==> config.mk <==
export PLATFORM = sky130hd
export DESIGN_NAME = fetch_issue
export DESIGN_NICKNAME = d
export VERILOG_FILES = /design/src/rtl/fetch_issue.sv
export SDC_FILE = /design/constraint.sdc
export NUM_CORES = 1
export LEC_CHECK = 0
export ABC_AREA = 1
export CAP_MARGIN = 20
export CORE_MARGIN = 2
export CORE_UTILIZATION = 45
export DETAILED_ROUTE_END_ITERATION = 16
export PLACE_DENSITY = 0.8
export SYNTH_ARGS = -nofsm -noshare
export SYNTH_HDL_FRONTEND = slang
export SYNTH_SLANG_ARGS = --single-unit
==> constraint.sdc <==
create_clock -name CLK -period 2.7 [get_ports CLK]
set_clock_uncertainty 0.15 [all_clocks]
set_input_delay 0.27 -clock CLK [delete_from_list [all_inputs] [get_ports CLK]]
set_output_delay 0.27 -clock CLK [all_outputs]
set_load 0.01 [all_outputs]
==> src/rtl/fetch_issue.sv <==
// IF-stage fetch/issue: owns the fetch PC, keeps one request outstanding to
// instruction memory and presents returned words to the IF/ID latch.
module fetch_issue #(
    parameter logic [31:0] RESET_PC = 32'hBFC00000
) (
    input  logic        CLK,
    input  logic        RESET,
    input  logic        STALL,
    input  logic        Request_Alt_PC,
    input  logic [31:0] Alt_PC,
    output logic        Instr_req_2IM,
    output logic [31:0] Instr_addr_2IM,
    input  logic [31:0] Instr1_fIM,
    input  logic        Instr_rvalid_fIM,
    output logic [31:0] Instr1_IF,
    output logic [31:0] Instr_PC_IF,
    output logic [31:0] Instr_PC_Plus4_IF,
    output logic        Instr_Valid_IF,
    output logic [1:0]  fsm_state
);

    typedef enum logic [1:0] {
        ISSUE = 2'd0,
        WAIT  = 2'd1,
        HOLD  = 2'd2,
        FLUSH = 2'd3
    } state_t;

    state_t      state;
    logic [31:0] pc;
    logic [31:0] skid_instr;
    logic [31:0] skid_pc;
    logic        skid_valid;

    logic        consume;
    logic        slot_free;
    logic [31:0] pc_plus4;

    // Handshake: the slot is offered while Instr_Valid_IF=1 and is taken on
    // any rising edge where STALL=0 (STALL acts as an inverted ready); memory
    // accepts every cycle with Instr_req_2IM=1 and answers with exactly one
    // Instr_rvalid_fIM pulse at least one cycle later.
    assign consume   = Instr_Valid_IF & ~STALL;
    assign slot_free = ~Instr_Valid_IF | consume;
    assign pc_plus4  = pc + 32'd4;

    assign Instr_req_2IM  = (state == ISSUE);
    assign Instr_addr_2IM = pc;
    assign fsm_state      = state;

    always_ff @(posedge CLK or negedge RESET) begin
        if (!RESET) begin
            state             <= ISSUE;
            pc                <= RESET_PC;
            Instr1_IF         <= 32'd0;
            Instr_PC_IF       <= 32'd0;
            Instr_PC_Plus4_IF <= 32'd0;
            Instr_Valid_IF    <= 1'b0;
            skid_instr        <= 32'd0;
            skid_pc           <= 32'd0;
            skid_valid        <= 1'b0;
        end else if (Request_Alt_PC) begin
            // Redirect squashes everything; any in-flight response is owed
            // to the old path and must be swallowed in FLUSH.
            pc             <= Alt_PC;
            Instr_Valid_IF <= 1'b0;
            skid_valid     <= 1'b0;
            case (state)
                ISSUE:   state <= FLUSH;
                WAIT:    state <= Instr_rvalid_fIM ? ISSUE : FLUSH;
                FLUSH:   state <= Instr_rvalid_fIM ? ISSUE : FLUSH;
                HOLD:    state <= ISSUE;
                default: state <= ISSUE;
            endcase
        end else begin
            if (consume) begin
                Instr_Valid_IF <= 1'b0;
            end
            case (state)
                ISSUE: begin
                    state <= WAIT;
                end
                WAIT: begin
                    if (Instr_rvalid_fIM) begin
                        pc <= pc_plus4;
                        if (slot_free) begin
                            Instr1_IF         <= Instr1_fIM;
                            Instr_PC_IF       <= pc;
                            Instr_PC_Plus4_IF <= pc_plus4;
                            Instr_Valid_IF    <= 1'b1;
                            state             <= ISSUE;
                        end else begin
                            skid_instr <= Instr1_fIM;
                            skid_pc    <= pc;
                            skid_valid <= 1'b1;
                            state      <= HOLD;
                        end
                    end
                end
                HOLD: begin
                    // Slot and skid both full: no new request until the slot drains.
                    if (consume) begin
                        Instr1_IF         <= skid_instr;
                        Instr_PC_IF       <= skid_pc;
                        Instr_PC_Plus4_IF <= skid_pc + 32'd4;
                        Instr_Valid_IF    <= skid_valid;
                        skid_valid        <= 1'b0;
                        state             <= ISSUE;
                    end
                end
                FLUSH: begin
                    if (Instr_rvalid_fIM) begin
                        state <= ISSUE;
                    end
                end
                default: state <= ISSUE;
            endcase
        end
    end

endmodule

==> impl_metrics.ini <==
[run_status]
status = completed

[routing]
route.vias.total = 9325
post_drt_wl_per_cell_um = 17.4
viasPerCell = 5.39
postRouteAntennaNets = 0
routed_wl_mm = 30.0
post-route-drc-count = 0
drtIter0Drc = 880
drtPass1Iterations = 7

[setup_path]
critical_path.max_fanout = 101
r2r_setup_slack_ns = 0.42
cp-end-kind = flop
critPathMaxStageDelay_ns = 0.44
critPathTopFamily = buffers and inverters
crit_path_start_kind = flop
cp_data_required_time_ns = 2.90
arrival_ns = 2.48
crit_buf_inv = 3
crit_slowest_cell = dfrtp_1
path_cells = inv_1 > ha_1 > inv_1 > nor2_1 > nand2_1 > nor2_4 > buf_12 > nor2_1 > a31oi_1
crit_type = reg2reg

[clocking]
clkLatencyLatePin_ns = 0.44
root_buffer = clkbuf_16
cts_made_buffers = 17
post_cts_buffers = 0
ctsLongestPathBuffers = 2
htree_levels = 4
clk_pin_slew_ns = 0.08
cts_tree = built
cts_resized = 0
cts.sinks = 194

[synth]
syn_nets = 1333
synth_cell_types = 35
syn_inst = 1257
synth_seq_cells = 194
syn_area_um2 = 10000
yosysSeqAreaShare_pct = 48.7
avgSynthCellArea_um2 = 7.96
ys.warnings.count = 0

[timing]
hold_ws_ns = 0.225
fin_ws_ns = 0.419
fin_crit_sh_pct = 84.5
fmax_mhz = 438
relSlewSlack_pct = 51.8
tightest_slew_ns = 0.722
slew_viol_final = 0
setup_tns_ns = 0
period_needed_ns = 2.28
rsz0062_at_grt = false
finalSetupViolCount = 0
hold_violations = 0

[layout]
drive_gt1_share_pct = 8.48
final_common_cell = nand2_1
instances_no_fill = 1731
num-nets-final = 1514
syn_to_final_growth_pct = 28.9
n_antenna_cell = 0
final_cell_mix = nand2_1, clkdlybuf4s50_1, dfrtp_1, nor2_1, a31oi_1

[floorplan]
start_util_pct = 45.8
rows = 54
die-area_um2 = 23400
fp.dieH_um = 153
die_x_um = 153
ios = 201
core_um2 = 21800

[power_and_ir_drop]
peakVddDrop_mv = 0.607
power_density_nw_per_um2 = 1080
p_leak_nw = 5.61

[placed_design]
dp_hpwl_mm = 21.5
dpl_worst_slack_ns = 0.469
port_buffers = 200
place_inst = 1698
globalplace.congestion = 0.959

[grt]
grt_max_degree = 102
grt_usage_pct = 25.7
grt_pass1_wl_mm = 48.4
grt_pass1_vias = 9195
antenna_found_initial = 1
grt_overflow = 0

[worst_hold_path]
hold_path.class = in2async

[flow_run]
drv_cap = 0
## cells in the mapped netlist
library cell | count | area share, %
nand3b_1 | 10 | 0.75
ha_1 | 7 | 0.88
buf_4 | 7 | 0.53
nand4_1 | 1 | 0.063
nor2_4 | 11 | 1.2
nand2_4 | 1 | 0.11
clkbuf_1 | 26 | 0.98
buf_12 | 1 | 0.20
o22ai_1 | 1 | 0.063
or2_0 | 1 | 0.063
nor2_2 | 4 | 0.25
o221ai_1 | 4 | 0.35
o31ai_1 | 1 | 0.075
mux2_2 | 32 | 3.6
inv_1 | 64 | 2.4
buf_6 | 2 | 0.23
xnor2_1 | 10 | 0.88
nand3_1 | 56 | 2.8
clkinv_1 | 1 | 0.038
o211ai_1 | 33 | 2.5
a31oi_1 | 65 | 4.1
and2_1 | 6 | 0.38
nand2_1 | 479 | 18
o21ai_1 | 2 | 0.10
buf_2 | 25 | 1.3
nor3b_1 | 1 | 0.075
a21oi_1 | 4 | 0.20
inv_2 | 2 | 0.075
nand2_2 | 6 | 0.38
dfstp_2 | 9 | 2.4
o21ai_0 | 45 | 2.3
a41oi_1 | 1 | 0.088
nor2_1 | 139 | 5.2
dfrtp_1 | 185 | 46
xor2_1 | 15 | 1.3
## where the power goes
| part | switching (mW) | internal [mW] |
|---|---|---|
| Combinational | 3.10 | 2.83 |
| Sequential | 1.14 | 4.21 |
| Clock | 1.25 | 1.35 |
## stage by stage
| step | total power [mW] | instance area [um^2] | util, % |
|---|---|---|---|
| floorplan | 8.43 | 10000 | - |
| global placement | 11.1 | 12300 | 56.2 |
| detailed placement | 11.3 | 12300 | 56.2 |
| CTS | 13.9 | 12900 | 59.0 |
| global route | 14.8 | 12900 | 59.0 |
| finish | 13.9 | 12900 | 59.0 |
## path summary, 6_finish.rpt
path	startpoint	to	cells after the start
hold / removal	RESET	Instr_PC_Plus4_IF[6]	2
setup / recovery	fsm_state[0]	Instr_PC_IF[24]	9
min in group CLK	Alt_PC[22]	Instr_addr_2IM[22]	3
hold reg to reg	Instr_PC_Plus4_IF[8]	Instr_PC_Plus4_IF[8]	2
setup reg to reg	fsm_state[0]	Instr_PC_IF[24]	9
max in group asynchronous	RESET	Instr_addr_2IM[24]	3
## repair_timing
item | CTS | global route
hold buffers | 1 | 0
endpoints found under the hold margin | 63 | 0
endpoints found under the setup margin | 0 | 0
## cell families (layout without fill, tap and decap cells)
family	after synthesis	count (layout)	synth area share (%)
AOI/OAI and AO/OA	156	156	9.67
xor gates and xnor gates	25	25	2.19
adders and majority gates	7	7	0.876
buffers and inverters	128	322	5.69
DFF	194	194	48.7
muxes	32	32	3.60
and+or+nand+nor	715	715	29.3
## final cells by class
class / count / area (um^2)
fill: 1939 / 8940
timing repair buffer: 223 / 2230
inverter: 67 / 251
tap: 280 / 350
clock buffer: 18 / 439
clock inverter: 14 / 163
multi-input combinational: 935 / 4580
sequential: 194 / 4870
## flip-flops by register name, summed over array words and instances, names as in the netlist, 2 cells and up
register,cells
Instr_PC_Plus4_IF,30
skid_instr,32
skid_pc,32
fsm_state,2
Instr_PC_IF,32
Instr1_IF,32
Instr_addr_2IM,32
## per-layer routing
metal | up-vias | routed length (um) | global-route usage (%)
li1 | 4436 | - | -
met5 | - | 13 | 0
met1 | 4418 | 12800 | 34.3
met4 | 2 | 850 | 8.60
met3 | 65 | 2270 | 5.10
met2 | 404 | 14100 | 42.1
Note: power is estimated with default switching activity, not from simulation.
